[src/rtl/store_queue_pkg.sv]
// rtl/store_queue_pkg.sv - store type codes and lane-enable constants for the store path
//
// Purpose: shared definitions for store_queue and store_lane_gen.
//   ST_W / ST_*  : store-type field width and codes carried from the MEM stage.
//   SAVE_*       : 4-lane byte-enable patterns of a 32-bit data bus, kept for
//                  checking the DATA_W=32 configuration.
package store_queue_pkg;

  localparam int ST_W = 3;

  localparam logic [ST_W-1:0] ST_NOSAVE = 3'b000;
  localparam logic [ST_W-1:0] ST_SW     = 3'b001;
  localparam logic [ST_W-1:0] ST_SH     = 3'b010;
  localparam logic [ST_W-1:0] ST_SB     = 3'b011;

  localparam logic [3:0] SAVE_NONE = 4'b0000;
  localparam logic [3:0] SAVE_W    = 4'b1111;
  localparam logic [3:0] SAVE_H0   = 4'b0011;
  localparam logic [3:0] SAVE_H2   = 4'b1100;
  localparam logic [3:0] SAVE_B0   = 4'b0001;
  localparam logic [3:0] SAVE_B1   = 4'b0010;
  localparam logic [3:0] SAVE_B2   = 4'b0100;
  localparam logic [3:0] SAVE_B3   = 4'b1000;

endpackage

[src/rtl/store_lane_gen.sv]
// rtl/store_lane_gen.sv - combinational byte-lane enable and data positioning for one store
//
// Purpose: maps a store (type, byte offset within the bus word, register data)
// onto LANES byte lanes of a DATA_W-wide bus.
// Ports:
//   st_type   in  store type code
//   off       in  byte offset of the store inside the bus word
//   data      in  32-bit register data, low 8/16/32 bits used
//   byte_en   out lane enables
//   wr_data   out lane-positioned data, disabled lanes 0
//   is_store  out st_type is SB/SH/SW
//   misalign  out SH on an odd offset or SW on a non-word offset
module store_lane_gen
  import store_queue_pkg::*;
#(
  parameter int DATA_W = 32,
  parameter int LANES  = DATA_W / 8,
  parameter int OFF_W  = $clog2(LANES)
) (
  input  logic [ST_W-1:0]   st_type,
  input  logic [OFF_W-1:0]  off,
  input  logic [31:0]       data,
  output logic [LANES-1:0]  byte_en,
  output logic [DATA_W-1:0] wr_data,
  output logic              is_store,
  output logic              misalign
);

  logic [LANES-1:0]  base_en;
  logic [DATA_W-1:0] base_data;

  always_comb begin
    base_en   = '0;
    base_data = '0;
    is_store  = 1'b0;
    misalign  = 1'b0;
    unique case (st_type)
      ST_SB: begin
        is_store       = 1'b1;
        base_en[0]     = 1'b1;
        base_data[7:0] = data[7:0];
      end
      ST_SH: begin
        is_store        = 1'b1;
        base_en[1:0]    = 2'b11;
        base_data[15:0] = data[15:0];
        misalign        = off[0];
      end
      ST_SW: begin
        is_store        = 1'b1;
        base_en[3:0]    = 4'hF;
        base_data[31:0] = data;
        misalign        = |off[1:0];
      end
      default: ;
    endcase
    // Aligned stores never cross the bus word, so a plain shift places them.
    // Misaligned ones are discarded by the caller, so their shifted value is irrelevant.
    byte_en = base_en << off;
    wr_data = base_data << {off, 3'b000};
  end

endmodule

[src/rtl/store_queue.sv]
// rtl/store_queue.sv - aligned store buffer between the MEM stage and data memory
//
// Purpose: accepts store requests, flags misaligned ones, converts the rest to
// lane enables/data and holds them in a DEPTH-entry FIFO drained over valid/ready.
// Ports:
//   clk, reset            clock, synchronous active-low reset
//   In_Valid/In_Ready     request handshake from the MEM stage
//   In_Addr/In_StType/In_Data  store request
//   Flush                 drop every buffered store, block new requests
//   Exc_AdES              one-cycle pulse after a misaligned request is accepted
//   Mem_Valid/Mem_Ready   drain handshake toward data memory
//   Mem_Addr/Mem_ByteEn/Mem_WrData  head entry, 0 when empty
//   Empty/Count           occupancy
module store_queue
  import store_queue_pkg::*;
#(
  parameter int ADDR_W = 32,
  parameter int DATA_W = 32,
  parameter int DEPTH  = 4,
  localparam int LANES = DATA_W / 8,
  localparam int OFF_W = $clog2(LANES),
  localparam int PTR_W = $clog2(DEPTH),
  localparam int CNT_W = PTR_W + 1
) (
  input  logic              clk,
  input  logic              reset,
  input  logic              In_Valid,
  output logic              In_Ready,
  input  logic [ADDR_W-1:0] In_Addr,
  input  logic [ST_W-1:0]   In_StType,
  input  logic [31:0]       In_Data,
  input  logic              Flush,
  output logic              Exc_AdES,
  output logic              Mem_Valid,
  input  logic              Mem_Ready,
  output logic [ADDR_W-1:0] Mem_Addr,
  output logic [LANES-1:0]  Mem_ByteEn,
  output logic [DATA_W-1:0] Mem_WrData,
  output logic              Empty,
  output logic [CNT_W-1:0]  Count
);

  logic [CNT_W-1:0]  count_q, count_d;
  logic [PTR_W-1:0]  wr_ptr_q, wr_ptr_d;
  logic [PTR_W-1:0]  rd_ptr_q, rd_ptr_d;
  logic              exc_q, exc_d;

  logic [ADDR_W-1:0] addr_q [DEPTH];
  logic [ADDR_W-1:0] addr_d [DEPTH];
  logic [LANES-1:0]  ben_q  [DEPTH];
  logic [LANES-1:0]  ben_d  [DEPTH];
  logic [DATA_W-1:0] data_q [DEPTH];
  logic [DATA_W-1:0] data_d [DEPTH];

  logic [LANES-1:0]  gen_en;
  logic [DATA_W-1:0] gen_data;
  logic              gen_is_store;
  logic              gen_misalign;
  logic [ADDR_W-1:0] word_addr;

  logic accept;
  logic push;
  logic pop;
  logic empty;

  store_lane_gen #(
    .DATA_W (DATA_W)
  ) u_lane_gen (
    .st_type  (In_StType),
    .off      (In_Addr[OFF_W-1:0]),
    .data     (In_Data),
    .byte_en  (gen_en),
    .wr_data  (gen_data),
    .is_store (gen_is_store),
    .misalign (gen_misalign)
  );

  always_comb begin
    word_addr             = In_Addr;
    word_addr[OFF_W-1:0]  = '0;
  end

  assign empty = (count_q == '0);
  // No bypass: a full queue stays closed even if the head leaves this cycle.
  assign In_Ready = (count_q < CNT_W'(DEPTH)) & ~Flush;
  assign accept   = In_Valid & In_Ready;
  // NOSAVE, undefined codes and misaligned stores are accepted but never buffered.
  assign push     = accept & gen_is_store & ~gen_misalign;
  assign pop      = ~empty & Mem_Ready;

  always_comb begin
    count_d  = count_q;
    wr_ptr_d = wr_ptr_q;
    rd_ptr_d = rd_ptr_q;
    // Flush cannot cancel a pulse already registered; it only blocks new requests.
    exc_d    = accept & gen_is_store & gen_misalign;

    if (Flush) begin
      // A beat handed over during Flush is treated as delivered; nothing to undo.
      count_d  = '0;
      wr_ptr_d = '0;
      rd_ptr_d = '0;
    end else begin
      if (push) wr_ptr_d = wr_ptr_q + PTR_W'(1);
      if (pop)  rd_ptr_d = rd_ptr_q + PTR_W'(1);
      unique case ({push, pop})
        2'b10:   count_d = count_q + CNT_W'(1);
        2'b01:   count_d = count_q - CNT_W'(1);
        default: count_d = count_q;
      endcase
    end
  end

  always_comb begin
    addr_d = addr_q;
    ben_d  = ben_q;
    data_d = data_q;
    if (push) begin
      addr_d[wr_ptr_q] = word_addr;
      ben_d[wr_ptr_q]  = gen_en;
      data_d[wr_ptr_q] = gen_data;
    end
  end

  always_ff @(posedge clk) begin
    if (!reset) begin
      count_q  <= '0;
      wr_ptr_q <= '0;
      rd_ptr_q <= '0;
      exc_q    <= 1'b0;
    end else begin
      count_q  <= count_d;
      wr_ptr_q <= wr_ptr_d;
      rd_ptr_q <= rd_ptr_d;
      exc_q    <= exc_d;
    end
  end

  // Payload storage needs no reset: it is only observed through the empty gate.
  always_ff @(posedge clk) begin
    addr_q <= addr_d;
    ben_q  <= ben_d;
    data_q <= data_d;
  end

  assign Exc_AdES   = exc_q;
  assign Empty      = empty;
  assign Count      = count_q;
  assign Mem_Valid  = ~empty;
  assign Mem_Addr   = empty ? '0 : addr_q[rd_ptr_q];
  assign Mem_ByteEn = empty ? '0 : ben_q[rd_ptr_q];
  assign Mem_WrData = empty ? '0 : data_q[rd_ptr_q];

endmodule

[config.mk]
export PLATFORM = sky130hd
export DESIGN_NAME = store_queue
export DESIGN_NICKNAME = d
export VERILOG_FILES = /design/src/rtl/store_queue_pkg.sv /design/src/rtl/store_lane_gen.sv /design/src/rtl/store_queue.sv
export SDC_FILE = /design/constraint.sdc
export NUM_CORES = 1
export LEC_CHECK = 0
export BUFFER_PORTS_ARGS = -buffer_cell sky130_fd_sc_hd__buf_2
export CAP_MARGIN = 20
export CORE_MARGIN = 2
export CORE_UTILIZATION = 45
export DETAILED_ROUTE_END_ITERATION = 10
export GPL_TIMING_DRIVEN = 0
export SKIP_LAST_GASP = 1
export SYNTH_ARGS = -nofsm -noshare
export SYNTH_HDL_FRONTEND = slang
export SYNTH_HIERARCHICAL = 1
export SYNTH_SLANG_ARGS = --single-unit
[constraint.sdc]
create_clock -name clk -period 10.4 [get_ports clk]
set_input_delay 1.56 -clock clk [delete_from_list [all_inputs] [get_ports clk]]
set_output_delay 1.56 -clock clk [all_outputs]
set_load 0.02 [all_outputs]
==> results.sh <==
export IMPL_ctsHtreeMaxLevel=1
export IMPL_wl_mm=23.4
export IMPL_fmax_ghz=0.243
export IMPL_finalClockSkew_ps=14.1
export IMPL_ir_drop_v=0.000131
export IMPL_final_nets=828
export IMPL_worstSetupEndpointType="output pin"
export IMPL_io_pins=147
export IMPL_avgSynthCellArea_um2=19.4
export IMPL_tns_ps=0
export IMPL_row_count=57
export IMPL_synth_async_sr_flop_share=0
export IMPL_dr_pass1_iters=7
export IMPL_synthToLayoutAreaGrowth_pct=18.8
export IMPL_tritoncts_num_buffers=28
export IMPL_overflow=0
export IMPL_final_min_clock_period_ps=4120
export IMPL_synth_top_flop_cell="edfxtp_1"
export IMPL_rsz0062_at_grt="no"
export IMPL_yosysTopAreaCell="edfxtp_1"
export IMPL_avgViaCountPerCell=5.46
export IMPL_hp_start="wr_ptr_q[0]"
export IMPL_portBuffers=142
export IMPL_cp_start_kind="flop"
export IMPL_grt_pass1_wl_mm=35.6
export IMPL_n_antenna_cell=0
export IMPL_path_clk_slew_ps=60
export IMPL_slowest_stage="mux4_2"
export IMPL_synth_common_cells="edfxtp_1, and2_1, mux4_2"
export IMPL_critPathMaxFanout=10
export IMPL_synth_edf_count=264
export IMPL_totalPowerFinal_w=0.00223
export IMPL_hpwl_mm=15.5
export IMPL_vias=5976
export IMPL_fin_crit_sh=0.396
export IMPL_postRouteAntennaNets=0
export IMPL_r2r_end="Count[2]"
export IMPL_maxCapViolations=0
export IMPL_maxSlewViolCount=0
export IMPL_grt_max_degree=52
export IMPL_post_synth_top_count_cell="edfxtp_1"
export IMPL_hold_path_class="flop to flop"
export IMPL_worstSkewPairLatency_ps=530
export IMPL_drt_iter0_drc=455
export IMPL_drive_gt1_frac=0.356
export IMPL_drc=0
export IMPL_die_area_um2=26000
export IMPL_p_per_area_nw_per_um2=169
export IMPL_cts_setup_buffers=0
export IMPL_r2r_setup_slack_ps=8020
export IMPL_yosysWarningCount=6
export IMPL_worst_slew_pin_slew_ps=1010
export IMPL_hold_path_cell_count=2
export IMPL_antenna_found_initial=0
export IMPL_synthTopCellsByArea="edfxtp_1, mux4_2, and2_1"
export IMPL_cpPeakStageDelay_ps=350
export IMPL_clock_root_buffer="clkbuf_16"
export IMPL_cts_path_max_buffers=3
export IMPL_worstPathCellList="clkbuf_1 -> buf_2 -> buf_2 -> mux4_2 -> and2_1 -> buf_2"
export IMPL_worst_path_most_repeated_cell="buf_2"
export IMPL_status="finished clean"
export IMPL_required_ps=8840
export IMPL_die_w_um=161
export IMPL_ys_ff_latch=272
export IMPL_synth_top_area_frac=0.712
export IMPL_static_leakage_power_nw=4.59
export IMPL_cp_arrival_ps=2560
export IMPL_syn_area_um2=11100
export IMPL_r2r_start="Count[2]"
export IMPL_hold_viol=0
export IMPL_track_usage=0.181
export IMPL_syn_instance_count=573
export IMPL_seq_area_frac_synth=0.727
export IMPL_cts_hold_buf=0
export IMPL_post_cts_resize_count=0
export IMPL_path_class="flop to output pin"
export IMPL_start_util=0.458
export IMPL_cts_sinks=272
export IMPL_r2r_cells=9
export IMPL_synth_distinct_cells=43
export IMPL_cts_tree="built"
export IMPL_hold_end="wr_ptr_q[0]"
export IMPL_place_gp_congestion=0.900
export IMPL_max_slew_margin_rel=0.327
export IMPL_grt_pass1_vias=6209
export IMPL_die_y_um=161
export IMPL_setup_viol=0
export IMPL_wl_per_cell_um=21.4
export IMPL_core_um2=24300
worst max path at each step:
stage                            start       endpoint  slack (ps)  cells past startpoint
after global routing          Count[2]   Mem_Addr[10]        6130                      6
after CTS                  rd_ptr_q[1]  Mem_ByteEn[1]        6210                      6
final                      rd_ptr_q[1]  Mem_ByteEn[1]        6280                      6
after global placement    In_StType[2]     addr_q[76]        4260                      7
after floorplan           In_StType[1]    addr_q[100]        5920                      7
after detailed placement    In_Addr[0]       Count[2]        5940                     13
metrics by stage:
step / cell area, µm² / worst slack, ps / hold WS [ps] / std cells / util
floorplan: 11100 / 5920 / 492 / 574 / -
global placement: 12300 / 4260 / 501 / 1040 / 0.504
detailed placement: 12400 / 5940 / 524 / 1044 / 0.508
CTS: 13200 / 6210 / 534 / 1094 / 0.544
global route: 13200 / 6130 / 567 / 1094 / 0.544
finish: 13200 / 6280 / 530 / 1094 / 0.544
power breakdown:
part	switching (W)	internal [W]
sequential	0.00000185	0.00121
combinational	0.0000549	0.0000363
clock	0.000377	0.000555
total	0.000434	0.00180
layout make-up:
class                   count  area, µm²
inverters                   9       33.8
flip-flops and latches    272       8090
plain buffers              36        228
well taps                 324        405
clock inverters             6       50.0
multi-input cells         257       2800
fillers                  1985      11100
repair buffers            146        813
clock buffers              44        812
cell families (layout without fill, tap and decap cells):
group / after synthesis / in the layout / synth area share
buf+inv: 45 / 241 / 0.0235
simple gates: 133 / 133 / 0.0743
compound gates: 39 / 39 / 0.0248
mux: 74 / 74 / 0.141
other cells: 1 / 2 / 0.000337
flops: 272 / 272 / 0.727
xor+xnor: 3 / 3 / 0.00236
fa+ha+maj: 6 / 6 / 0.00742
registers in the layout, indices dropped and copies added, names as in the netlist:
signal	count
data_q	128
addr_q	120
ben_q	16
Count	3
rd_ptr_q	2
wr_ptr_q	2
Exc_AdES	1
critical path, delay by kind of cell (launching register included):
kind                   cells  cell delay [ps]
AND/OR/NAND/NOR            1              200
multiplexers               1              350
flip-flops                 1              300
buffers and inverters      4             1160
routing by layer:
layer / part of all wire / track usage / vias up
li1: - / - / 2647
met1: 0.42 / 0.244 / 3059
met2: 0.49 / 0.306 / 229
met3: 0.068 / 0.0336 / 41
met4: 0.024 / 0.0475 / 0
met5: 0 / 0 / -
cell usage in the layout, fill, tap and decap left out, types with 6 or more instances in the layout:
cell type,Yosys,routed
nor2b_1,9,9
a21oi_1,6,6
mux2i_1,8,8
o22ai_1,8,8
and2_1,71,67
inv_1,9,9
mux4_2,66,66
clkbuf_1,13,25
and3_1,9,9
a221o_1,8,8
dfxtp_1,8,8
edfxtp_1,264,264
a22oi_1,8,8
clkbuf_16,0,29
buf_2,11,153
nor3b_1,7,7
nor2_1,16,16
No activity file was read; power rests on OpenSTA's default activity.
